### config.mk
export PLATFORM = sky130hd
export DESIGN_NAME = mem_write_scheduler
export DESIGN_NICKNAME = d
export VERILOG_FILES = /design/src/rtl/mem_write_scheduler.sv
export SDC_FILE = /design/constraint.sdc
export NUM_CORES = 1
export LEC_CHECK = 0
export BUFFER_PORTS_ARGS = -buffer_cell sky130_fd_sc_hd__buf_4
export CAP_MARGIN = 20
export CORE_ASPECT_RATIO = 0.5
export CORE_UTILIZATION = 55
export CTS_BUF_LIST = sky130_fd_sc_hd__clkbuf_2
export DETAILED_ROUTE_END_ITERATION = 12
export PLACE_DENSITY_LB_ADDON = 0.2
export SYNTH_ARGS = -nofsm -noshare
export SYNTH_HDL_FRONTEND = slang
export SYNTH_SLANG_ARGS = --single-unit
### constraint.sdc
create_clock -name clk -period 3.4 [get_ports clk]
set_clock_uncertainty 0.15 [all_clocks]
set_input_delay 0.34 -clock clk [delete_from_list [all_inputs] [get_ports clk]]
set_output_delay 0.34 -clock clk [all_outputs]
set_load 0.01 [all_outputs]
### src/rtl/mem_write_scheduler.sv
// Two-channel write scheduler: each decompressor channel buffers words in a small
// FIFO; a round-robin arbiter drains one word per ready cycle into a shared memory port.
module mem_write_scheduler #(
  parameter int N     = 32,
  parameter int AW    = 10,
  parameter int DEPTH = 4,
  parameter int BASE1 = 0,
  parameter int BASE2 = 512,
  parameter int SIZE  = 512
) (
  input  logic          clk,
  input  logic          reset,
  input  logic          store1,
  input  logic          store2,
  input  logic [N-1:0]  data1,
  input  logic [N-1:0]  data2,
  output logic          full1,
  output logic          full2,
  output logic          ovf1,
  output logic          ovf2,
  input  logic          mem_ready,
  output logic          mem_we,
  output logic [AW-1:0] mem_addr,
  output logic [N-1:0]  mem_wdata,
  output logic          mem_sel,
  output logic          busy
);

  // Handshakes: a storeX high at an edge with fullX low transfers dataX into the
  // channel buffer; storeX while fullX is high loses the word and sets ovfX.
  // A memory write is committed at every edge where mem_ready is high and a
  // buffer holds data; mem_we then stays high for exactly that following cycle.

  localparam int PW = $clog2(DEPTH);
  localparam logic [PW:0] FULL_CNT = (PW+1)'(DEPTH);

  logic [N-1:0]  fifo_mem [2][DEPTH];
  logic [PW-1:0] wr_ptr [2];
  logic [PW-1:0] rd_ptr [2];
  logic [PW:0]   cnt [2];
  logic [AW-1:0] addr_ptr [2];
  logic [AW-1:0] base_addr [2];
  logic [AW-1:0] last_addr [2];
  logic [AW-1:0] next_addr [2];
  logic [N-1:0]  data_v [2];
  logic [1:0]    store_v, full_v, push, pop, ovf_q;
  logic          last_grant;
  logic          pop_ch;

  always_comb begin
    store_v      = {store2, store1};
    data_v[0]    = data1;
    data_v[1]    = data2;
    base_addr[0] = AW'(BASE1);
    base_addr[1] = AW'(BASE2);
    last_addr[0] = AW'(BASE1 + SIZE - 1);
    last_addr[1] = AW'(BASE2 + SIZE - 1);
    for (int c = 0; c < 2; c++) begin
      full_v[c]    = (cnt[c] == FULL_CNT);
      push[c]      = store_v[c] & ~full_v[c];
      next_addr[c] = (addr_ptr[c] == last_addr[c]) ? base_addr[c] : addr_ptr[c] + AW'(1);
    end
    // last_grant high means channel 2 was served last, so channel 1 has priority
    pop = 2'b00;
    if (mem_ready) begin
      if (cnt[0] != '0 && (cnt[1] == '0 || last_grant))
        pop[0] = 1'b1;
      else if (cnt[1] != '0)
        pop[1] = 1'b1;
    end
    pop_ch = pop[1];
  end

  always_ff @(posedge clk) begin
    if (reset) begin
      for (int c = 0; c < 2; c++) begin
        cnt[c]      <= '0;
        wr_ptr[c]   <= '0;
        rd_ptr[c]   <= '0;
        addr_ptr[c] <= base_addr[c];
      end
      ovf_q      <= 2'b00;
      last_grant <= 1'b1;
      mem_we     <= 1'b0;
      mem_addr   <= '0;
      mem_wdata  <= '0;
      mem_sel    <= 1'b0;
    end else begin
      for (int c = 0; c < 2; c++) begin
        if (push[c]) begin
          fifo_mem[c][wr_ptr[c]] <= data_v[c];
          wr_ptr[c]              <= wr_ptr[c] + PW'(1);
        end
        if (pop[c]) begin
          rd_ptr[c]   <= rd_ptr[c] + PW'(1);
          addr_ptr[c] <= next_addr[c];
        end
        case ({push[c], pop[c]})
          2'b10:   cnt[c] <= cnt[c] + (PW+1)'(1);
          2'b01:   cnt[c] <= cnt[c] - (PW+1)'(1);
          default: cnt[c] <= cnt[c];
        endcase
        if (store_v[c] && full_v[c])
          ovf_q[c] <= 1'b1;
      end
      if (pop != 2'b00) begin
        mem_we     <= 1'b1;
        mem_sel    <= pop_ch;
        mem_addr   <= addr_ptr[pop_ch];
        mem_wdata  <= fifo_mem[pop_ch][rd_ptr[pop_ch]];
        last_grant <= pop_ch;
      end else begin
        mem_we <= 1'b0;
      end
    end
  end

  assign full1 = full_v[0];
  assign full2 = full_v[1];
  assign ovf1  = ovf_q[0];
  assign ovf2  = ovf_q[1];
  assign busy  = (cnt[0] != '0) | (cnt[1] != '0) | mem_we;

endmodule
==> impl_metrics.prom, run 1 <==
# TYPE chip_impl_metric gauge
chip_impl_info{name="run_status",value="complete, no violations"} 1
chip_impl_metric{name="drive_above_1_share",unit="%"} 24.0
chip_impl_metric{name="chipWidth",unit="µm"} 225
chip_impl_metric{name="power.ir.vdd_worst",unit="mV"} 0.417
chip_impl_metric{name="hpwl_reported_at_the_end_of_detailed_placement",unit="µm"} 16300
chip_impl_metric{name="drt-pass1-iter-count",unit=""} 5
chip_impl_metric{name="layout-area-overhead-vs-synth",unit="%"} 24.5
chip_impl_metric{name="global_route.overflow_total",unit=""} 0
chip_impl_metric{name="n_fill_cell",unit=""} 1628
chip_impl_metric{name="netlist_area",unit="mm²"} 0.0137
chip_impl_info{name="cts_tree",value="done"} 1
chip_impl_metric{name="timing.final.crit_share",unit="%"} 81.9
chip_impl_metric{name="gp_congestion",unit=""} 0.771
chip_impl_metric{name="worstMarginPinSlew",unit="ns"} 0.836
chip_impl_metric{name="post-route-drc-count",unit=""} 0
chip_impl_metric{name="grt_use_total",unit="%"} 23.7
chip_impl_metric{name="detailed_route_iter0_violations",unit=""} 583
chip_impl_metric{name="layout_min_cycle_time",unit="ns"} 2.79
chip_impl_metric{name="p_total",unit="mW"} 10.6
chip_impl_metric{name="io_buffer_count",unit=""} 117
chip_impl_info{name="cp_top_family",value="simple AND/OR/NAND/NOR gates"} 1
chip_impl_metric{name="crit_fanout",unit=""} 5
chip_impl_metric{name="route.detailed.wl_per_inst",unit="µm"} 18.4
chip_impl_info{name="post_synth_top_flop",value="sky130_fd_sc_hd__edfxtp_1"} 1
chip_impl_metric{name="cts_repair_resize_count",unit=""} 0
chip_impl_metric{name="synth_seq_cells",unit=""} 337
chip_impl_metric{name="synth_enable_flop_cells",unit=""} 290
chip_impl_metric{name="cts-buffers-inserted",unit=""} 74
chip_impl_info{name="cell_chain_of_the_critical_path",value="inv_1 > ha_1 > nand2b_2 > or3_1 > buf_4"} 1
chip_impl_info{name="synth.top_cells.by_area",value="sky130_fd_sc_hd__edfxtp_1 64%, sky130_fd_sc_hd__dfxtp_1 6.9%, sky130_fd_sc_hd__mux2i_1 4.8%, sky130_fd_sc_hd__mux2_2 2.6%, sky130_fd_sc_hd__a211o_1 2.1%"} 1
chip_impl_metric{name="die-area",unit="mm²"} 0.0255
chip_impl_info{name="cell_with_the_biggest_individual_delay_on_the_critical_path",value="sky130_fd_sc_hd__edfxtp_1"} 1
chip_impl_metric{name="report.final.hold_viol_count",unit=""} 0
chip_impl_metric{name="report.final.setup_viol",unit=""} 0
chip_impl_info{name="post-synth-top-area-cell",value="sky130_fd_sc_hd__edfxtp_1"} 1
chip_impl_metric{name="vias_per_cell",unit=""} 5.46
chip_impl_info{name="path_class",value="reg2out"} 1
chip_impl_metric{name="synthesis.yosys.warnings",unit=""} 0
chip_impl_metric{name="die-height",unit="µm"} 113
chip_impl_metric{name="core-area",unit="mm²"} 0.0242
chip_impl_metric{name="max-clock-path-buffers",unit=""} 3
chip_impl_metric{name="power.density",unit="mW/mm²"} 621
chip_impl_info{name="class_of_the_tightest_hold_or_removal_check",value="in2reg"} 1
chip_impl_metric{name="fmax",unit="GHz"} 0.359
chip_impl_metric{name="critical_path_required",unit="ns"} 2.91
chip_impl_metric{name="number_of_instances_in_the_synthesized_netlist",unit=""} 911
chip_impl_info{name="worst_setup_path_start_kind",value="flip-flop"} 1
chip_impl_metric{name="synthesis.nets",unit=""} 998
chip_impl_metric{name="yosysTopAreaCellShare",unit="%"} 63.7
chip_impl_metric{name="fp-row-count",unit=""} 40
chip_impl_metric{name="critical_path_buf_inv_count",unit=""} 2
chip_impl_info{name="post-synth-top-count-cell",value="sky130_fd_sc_hd__edfxtp_1"} 1
chip_impl_metric{name="worst_setup_hold_path_clk_slew",unit="ns"} 0.11
chip_impl_metric{name="grt_pass1_wl",unit="µm"} 45900
chip_impl_metric{name="final_net_count",unit=""} 1284
chip_impl_metric{name="routed-via-count",unit=""} 8679
chip_impl_metric{name="synth-seq-area-share",unit="%"} 70.6
chip_impl_metric{name="p_leak",unit="nW"} 6.38
chip_impl_metric{name="critPathMaxStageDelay",unit="ns"} 0.43
chip_impl_info{name="critical_path.endpoint_type",value="output pin"} 1
chip_impl_metric{name="clock-sinks",unit=""} 337
chip_impl_metric{name="design.portCount",unit=""} 118
chip_impl_info{name="synth.cells.most_frequent",value="290 x sky130_fd_sc_hd__edfxtp_1, 66 x sky130_fd_sc_hd__mux2i_1, 52 x sky130_fd_sc_hd__nand2_1"} 1
chip_impl_metric{name="relSlewSlack",unit="%"} 43.8
chip_impl_info{name="grt_setup_unrepaired",value="no"} 1
chip_impl_metric{name="worstSkewPairLatency",unit="ns"} 0.91
chip_impl_metric{name="clock_tree.htree_level_count",unit=""} 3
chip_impl_metric{name="ys_async_sr_fraction",unit="%"} 0
chip_impl_metric{name="number_of_global_route_vias_before_repair",unit=""} 8728
chip_impl_metric{name="grt_max_degree",unit=""} 104
chip_impl_metric{name="postRouteWirelength",unit="µm"} 29200
chip_impl_metric{name="yosys.cell_types.count",unit=""} 42
chip_impl_metric{name="totalNegativeSetupSlack",unit="ns"} 0
chip_impl_metric{name="initial_core_utilization",unit="%"} 56.5
chip_impl_metric{name="drtAntennaViolNets",unit=""} 0
chip_impl_metric{name="grt_antenna_before_repair",unit=""} 1
chip_impl_metric{name="cp.arrival",unit="ns"} 2.30
chip_impl_metric{name="syn_avg_cell_area",unit="µm²"} 15.0
chip_impl_metric{name="postCtsSetupBuffers",unit=""} 0
chip_impl_metric{name="final-max-slew-violation-count",unit=""} 0
chip_impl_metric{name="max_cap_viol_count",unit=""} 0
chip_impl_info{name="cts.root.buffer_cell",value="sky130_fd_sc_hd__clkbuf_2"} 1
## cells in the final DEF, fill, tap and decap left out, drive strengths merged, types with 33 or more instances in the layout
cell type,Yosys,final
nor2b,35,35
dlygate4sd3,0,135
edfxtp,290,290
clkbuf,42,118
mux2i,66,66
a211oi,34,34
o211ai,33,33
mux2,33,33
nand2,52,52
buf,15,132
nor2,46,46
o21bai,34,34
dfxtp,47,47
## power by group
group          internal (mW)  total [mW]  switching, mW
sequential              5.01        5.26          0.254
combinational           1.15        2.64           1.49
clock                   1.13        2.67           1.54
## worst paths after layout
path                   start              end  slack (ns)  cells past startpoint
setup / recovery   cnt[1][0]             busy        0.61                      5
hold / removal     data2[30]  fifo_mem[1][30]        0.09                      2
setup reg to reg   cnt[1][0]        cnt[0][2]        0.68                     12
hold reg to reg   last_grant       last_grant        0.31                      1
## kinds of logic after synthesis
family	Yosys count	share of synthesized area, %
DFF	337	70.6
AOI/OAI and AO/OA	185	10.1
muxes	99	7.58
xor gates and xnor gates	21	1.35
and+or+nand+nor	179	6.33
adders and majority gates	18	1.70
buffers and inverters	72	2.28
## routing by layer
| layer | part of all wire, % | routed length [µm] | track usage (%) |
|---|---|---|---|
| met5 | 0 | 0 | 0 |
| met4 | 1.5 | 428 | 7.85 |
| met3 | 4.5 | 1320 | 5.31 |
| met2 | 49 | 14300 | 39.5 |
| met1 | 45 | 13200 | 31.1 |
## worst register-to-register path: cells and delay by family (launching register included)
kind,cells,cell delay (ns)
adders and majority gates,3,0.84
AOI/OAI and AO/OA,1,0.09
and+or+nand+nor,4,0.60
buffers and inverters,2,0.13
xor gates and xnor gates,2,0.30
DFF,1,0.39
## timing repair
action | 4_1_cts | 5_1_grt
endpoints found under the hold margin | 317 | 0
hold buffers | 135 | 0
setup endpoints to repair | 0 | 0
## area by class of cell
class                      instances  area (µm²)  share of cell area [%]
clock inverter                    14         138                   0.809
timing repair buffer             267        2430                    14.3
tap                              336         420                    2.47
clock buffer                     118         591                    3.47
multi-input combinational        502        3730                    21.9
antenna                            1        2.50                  0.0147
sequential                       337        9650                    56.7
inverter                          15        56.3                   0.331
## flip-flops by register name, summed over array words and instances (netlist names)
register	cells
addr_ptr	20
cnt	6
fifo_mem	256
last_grant	1
mem_addr	10
mem_sel	1
mem_wdata	32
mem_we	1
ovf_q	2
rd_ptr	4
wr_ptr	4
## per-stage QoR
stage	setup slack (ns)	std cells	utilization [%]	instance area, µm²	hold WS [ns]
after floorplan	0.842	911	-	13700	0.277
after global placement	0.769	1322	61.8	14900	0.289
after detailed placement	0.671	1322	61.8	14900	0.290
after CTS	0.488	1589	70.4	17000	0.00552
after global routing	0.436	1590	70.4	17000	0.0127
final	0.614	1590	70.4	17000	0.0899
Note: power is estimated with default switching activity, not from simulation.
==> run 2: changes to the inputs <==
- clock period: 3.4 -> 2.9 ns (I/O delays scaled with it)
==> impl_metrics.prom, run 2 (synthesis results as in run 1) <==
# TYPE chip_impl_metric gauge
chip_impl_info{name="run_status",value="complete, no violations"} 1
chip_impl_metric{name="hpwl_reported_at_the_end_of_detailed_placement",unit="µm"} 16900
chip_impl_info{name="path_class",value="reg2out"} 1
chip_impl_metric{name="timing.final.crit_share",unit="%"} 94.3
chip_impl_metric{name="p_total",unit="mW"} 12.3
chip_impl_metric{name="worstSkewPairLatency",unit="ns"} 0.93
chip_impl_metric{name="chipWidth",unit="µm"} 225
chip_impl_metric{name="route.detailed.wl_per_inst",unit="µm"} 18.8
chip_impl_metric{name="die-area",unit="mm²"} 0.0255
chip_impl_metric{name="totalNegativeSetupSlack",unit="ns"} 0
chip_impl_metric{name="drt-pass1-iter-count",unit=""} 5
chip_impl_metric{name="initial_core_utilization",unit="%"} 56.5
chip_impl_metric{name="grt_pass1_wl",unit="µm"} 47300
chip_impl_metric{name="die-height",unit="µm"} 113
chip_impl_info{name="critical_path.endpoint_type",value="output pin"} 1
chip_impl_metric{name="number_of_flip_flops_under_the_largest_register_name",unit=""} 256
chip_impl_metric{name="grt_use_total",unit="%"} 24.7
chip_impl_metric{name="grt_antenna_before_repair",unit=""} 1
chip_impl_metric{name="drtAntennaViolNets",unit=""} 0
chip_impl_metric{name="vias_per_cell",unit=""} 5.41
chip_impl_metric{name="fmax",unit="GHz"} 0.366
chip_impl_info{name="cts.root.buffer_cell",value="sky130_fd_sc_hd__clkbuf_2"} 1
chip_impl_metric{name="postRouteWirelength",unit="µm"} 30100
chip_impl_metric{name="fp-row-count",unit=""} 40
chip_impl_info{name="layout_common_cells",value="290 x sky130_fd_sc_hd__edfxtp_1, 137 x sky130_fd_sc_hd__dlygate4sd3_1, 131 x sky130_fd_sc_hd__buf_4"} 1
chip_impl_metric{name="io_buffer_count",unit=""} 117
chip_impl_metric{name="worst_setup_hold_path_clk_slew",unit="ns"} 0.12
chip_impl_metric{name="max_cap_viol_count",unit=""} 0
chip_impl_info{name="cell_with_the_biggest_individual_delay_on_the_critical_path",value="sky130_fd_sc_hd__edfxtp_1"} 1
chip_impl_metric{name="final-max-slew-violation-count",unit=""} 0
chip_impl_metric{name="max-clock-path-buffers",unit=""} 3
chip_impl_metric{name="worstMarginPinSlew",unit="ns"} 0.659
chip_impl_metric{name="gp_congestion",unit=""} 0.811
chip_impl_metric{name="report.final.setup_viol",unit=""} 0
chip_impl_metric{name="final.hold.worst_slack",unit="ns"} 0.209
chip_impl_metric{name="cp.arrival",unit="ns"} 2.29
chip_impl_info{name="mostFrequentLayoutCell",value="sky130_fd_sc_hd__edfxtp_1"} 1
chip_impl_metric{name="final_net_count",unit=""} 1295
chip_impl_metric{name="global_route.overflow_total",unit=""} 0
chip_impl_metric{name="detailed_route_iter0_violations",unit=""} 704
chip_impl_metric{name="clock_tree.htree_level_count",unit=""} 3
chip_impl_metric{name="design.portCount",unit=""} 118
chip_impl_info{name="class_of_the_tightest_hold_or_removal_check",value="in2reg"} 1
chip_impl_metric{name="drive_above_1_share",unit="%"} 24.7
chip_impl_info{name="worst_setup_path_start_kind",value="flip-flop"} 1
chip_impl_metric{name="report.final.hold_viol_count",unit=""} 0
chip_impl_info{name="cts_tree",value="done"} 1
chip_impl_metric{name="relSlewSlack",unit="%"} 56.1
chip_impl_metric{name="grt_max_degree",unit=""} 105
chip_impl_metric{name="critPathMaxStageDelay",unit="ns"} 0.47
chip_impl_metric{name="cts-buffers-inserted",unit=""} 72
chip_impl_metric{name="routed-via-count",unit=""} 8642
chip_impl_metric{name="p_leak",unit="nW"} 6.44
chip_impl_metric{name="layout_min_cycle_time",unit="ns"} 2.73
chip_impl_metric{name="crit_fanout",unit=""} 5
chip_impl_metric{name="critical_path_required",unit="ns"} 2.46
chip_impl_metric{name="power.density",unit="mW/mm²"} 721
chip_impl_metric{name="power.ir.vdd_worst",unit="mV"} 0.376
chip_impl_metric{name="core-area",unit="mm²"} 0.0242
chip_impl_metric{name="layout-area-overhead-vs-synth",unit="%"} 25.3
chip_impl_metric{name="post-route-drc-count",unit=""} 0
chip_impl_info{name="cell_chain_of_the_critical_path",value="or3_1 > or3_4 > buf_4"} 1
chip_impl_metric{name="clock-sinks",unit=""} 337
chip_impl_metric{name="number_of_global_route_vias_before_repair",unit=""} 8829
==> run 2: changes by cell type in the layout (fill, tap and decap cells not counted), sizes merged <==
cell and change:
clkinv -5, inv +2, buf +11, dlygate4sd3 +2
clkbuf -1, bufinv -2, clkinvlp +1
==> run 2: metrics by stage <==
step / area (µm²) / utilization (%) / instances / setup slack (ns)
floorplan: 13700 / - / 911 / 0.342
global placement: 15100 / 62.3 / 1331 / 0.290
detailed placement: 15100 / 62.3 / 1331 / 0.133
CTS: 17100 / 70.7 / 1595 / 0.0240
global route: 17100 / 70.8 / 1598 / -0.00903
finish: 17100 / 70.8 / 1598 / 0.167
==> run 2: cell type report <==
type	instances	area, µm²
multi-input combinational	502	3740
antenna	1	2.50
tap	336	420
clock buffer	117	586
inverter	15	56.3
timing repair buffer	280	2590
clock inverter	10	72.6
sequential	337	9650
fill	1674	7050
==> run 2: final timing paths <==
| kind | startpoint | endpoint | slack [ns] | depth (start not counted) |
|---|---|---|---|---|
| max reg2reg | cnt[1][0] | cnt[0][2] | 0.17 | 12 |
| min | mem_ready | last_grant | 0.21 | 4 |
| min reg2reg | last_grant | last_grant | 0.33 | 1 |
| max | cnt[0][0] | busy | 0.17 | 3 |
==> run 2: repair_timing <==
item,in CTS,in global routing
hold endpoints to repair,343,0
hold buffers,137,0
buffers inserted,0,2
setup endpoints to repair,0,2
gates resized for setup,0,2
==> run 2: worst max-delay path, delay by kind of cell (launching register included) <==
kind          cells  cell delay (ns)
buf+inv           1             0.15
flops             1             0.47
simple gates      2             0.77
==> run 2: power by group <==
group / internal, mW / switching [mW]
Sequential: 5.87 / 0.287
Combinational: 1.45 / 1.80
Clock: 1.14 / 1.81
Total: 8.45 / 3.89
==> run 2: routing by layer <==
metal | vias up | track usage, % | wire [µm]
li1 | 4112 | - | -
met1 | 4243 | 32.9 | 13400
met2 | 256 | 40.1 | 14600
met3 | 31 | 6.77 | 1730
met4 | 0 | 7.53 | 332
met5 | - | 0 | 0
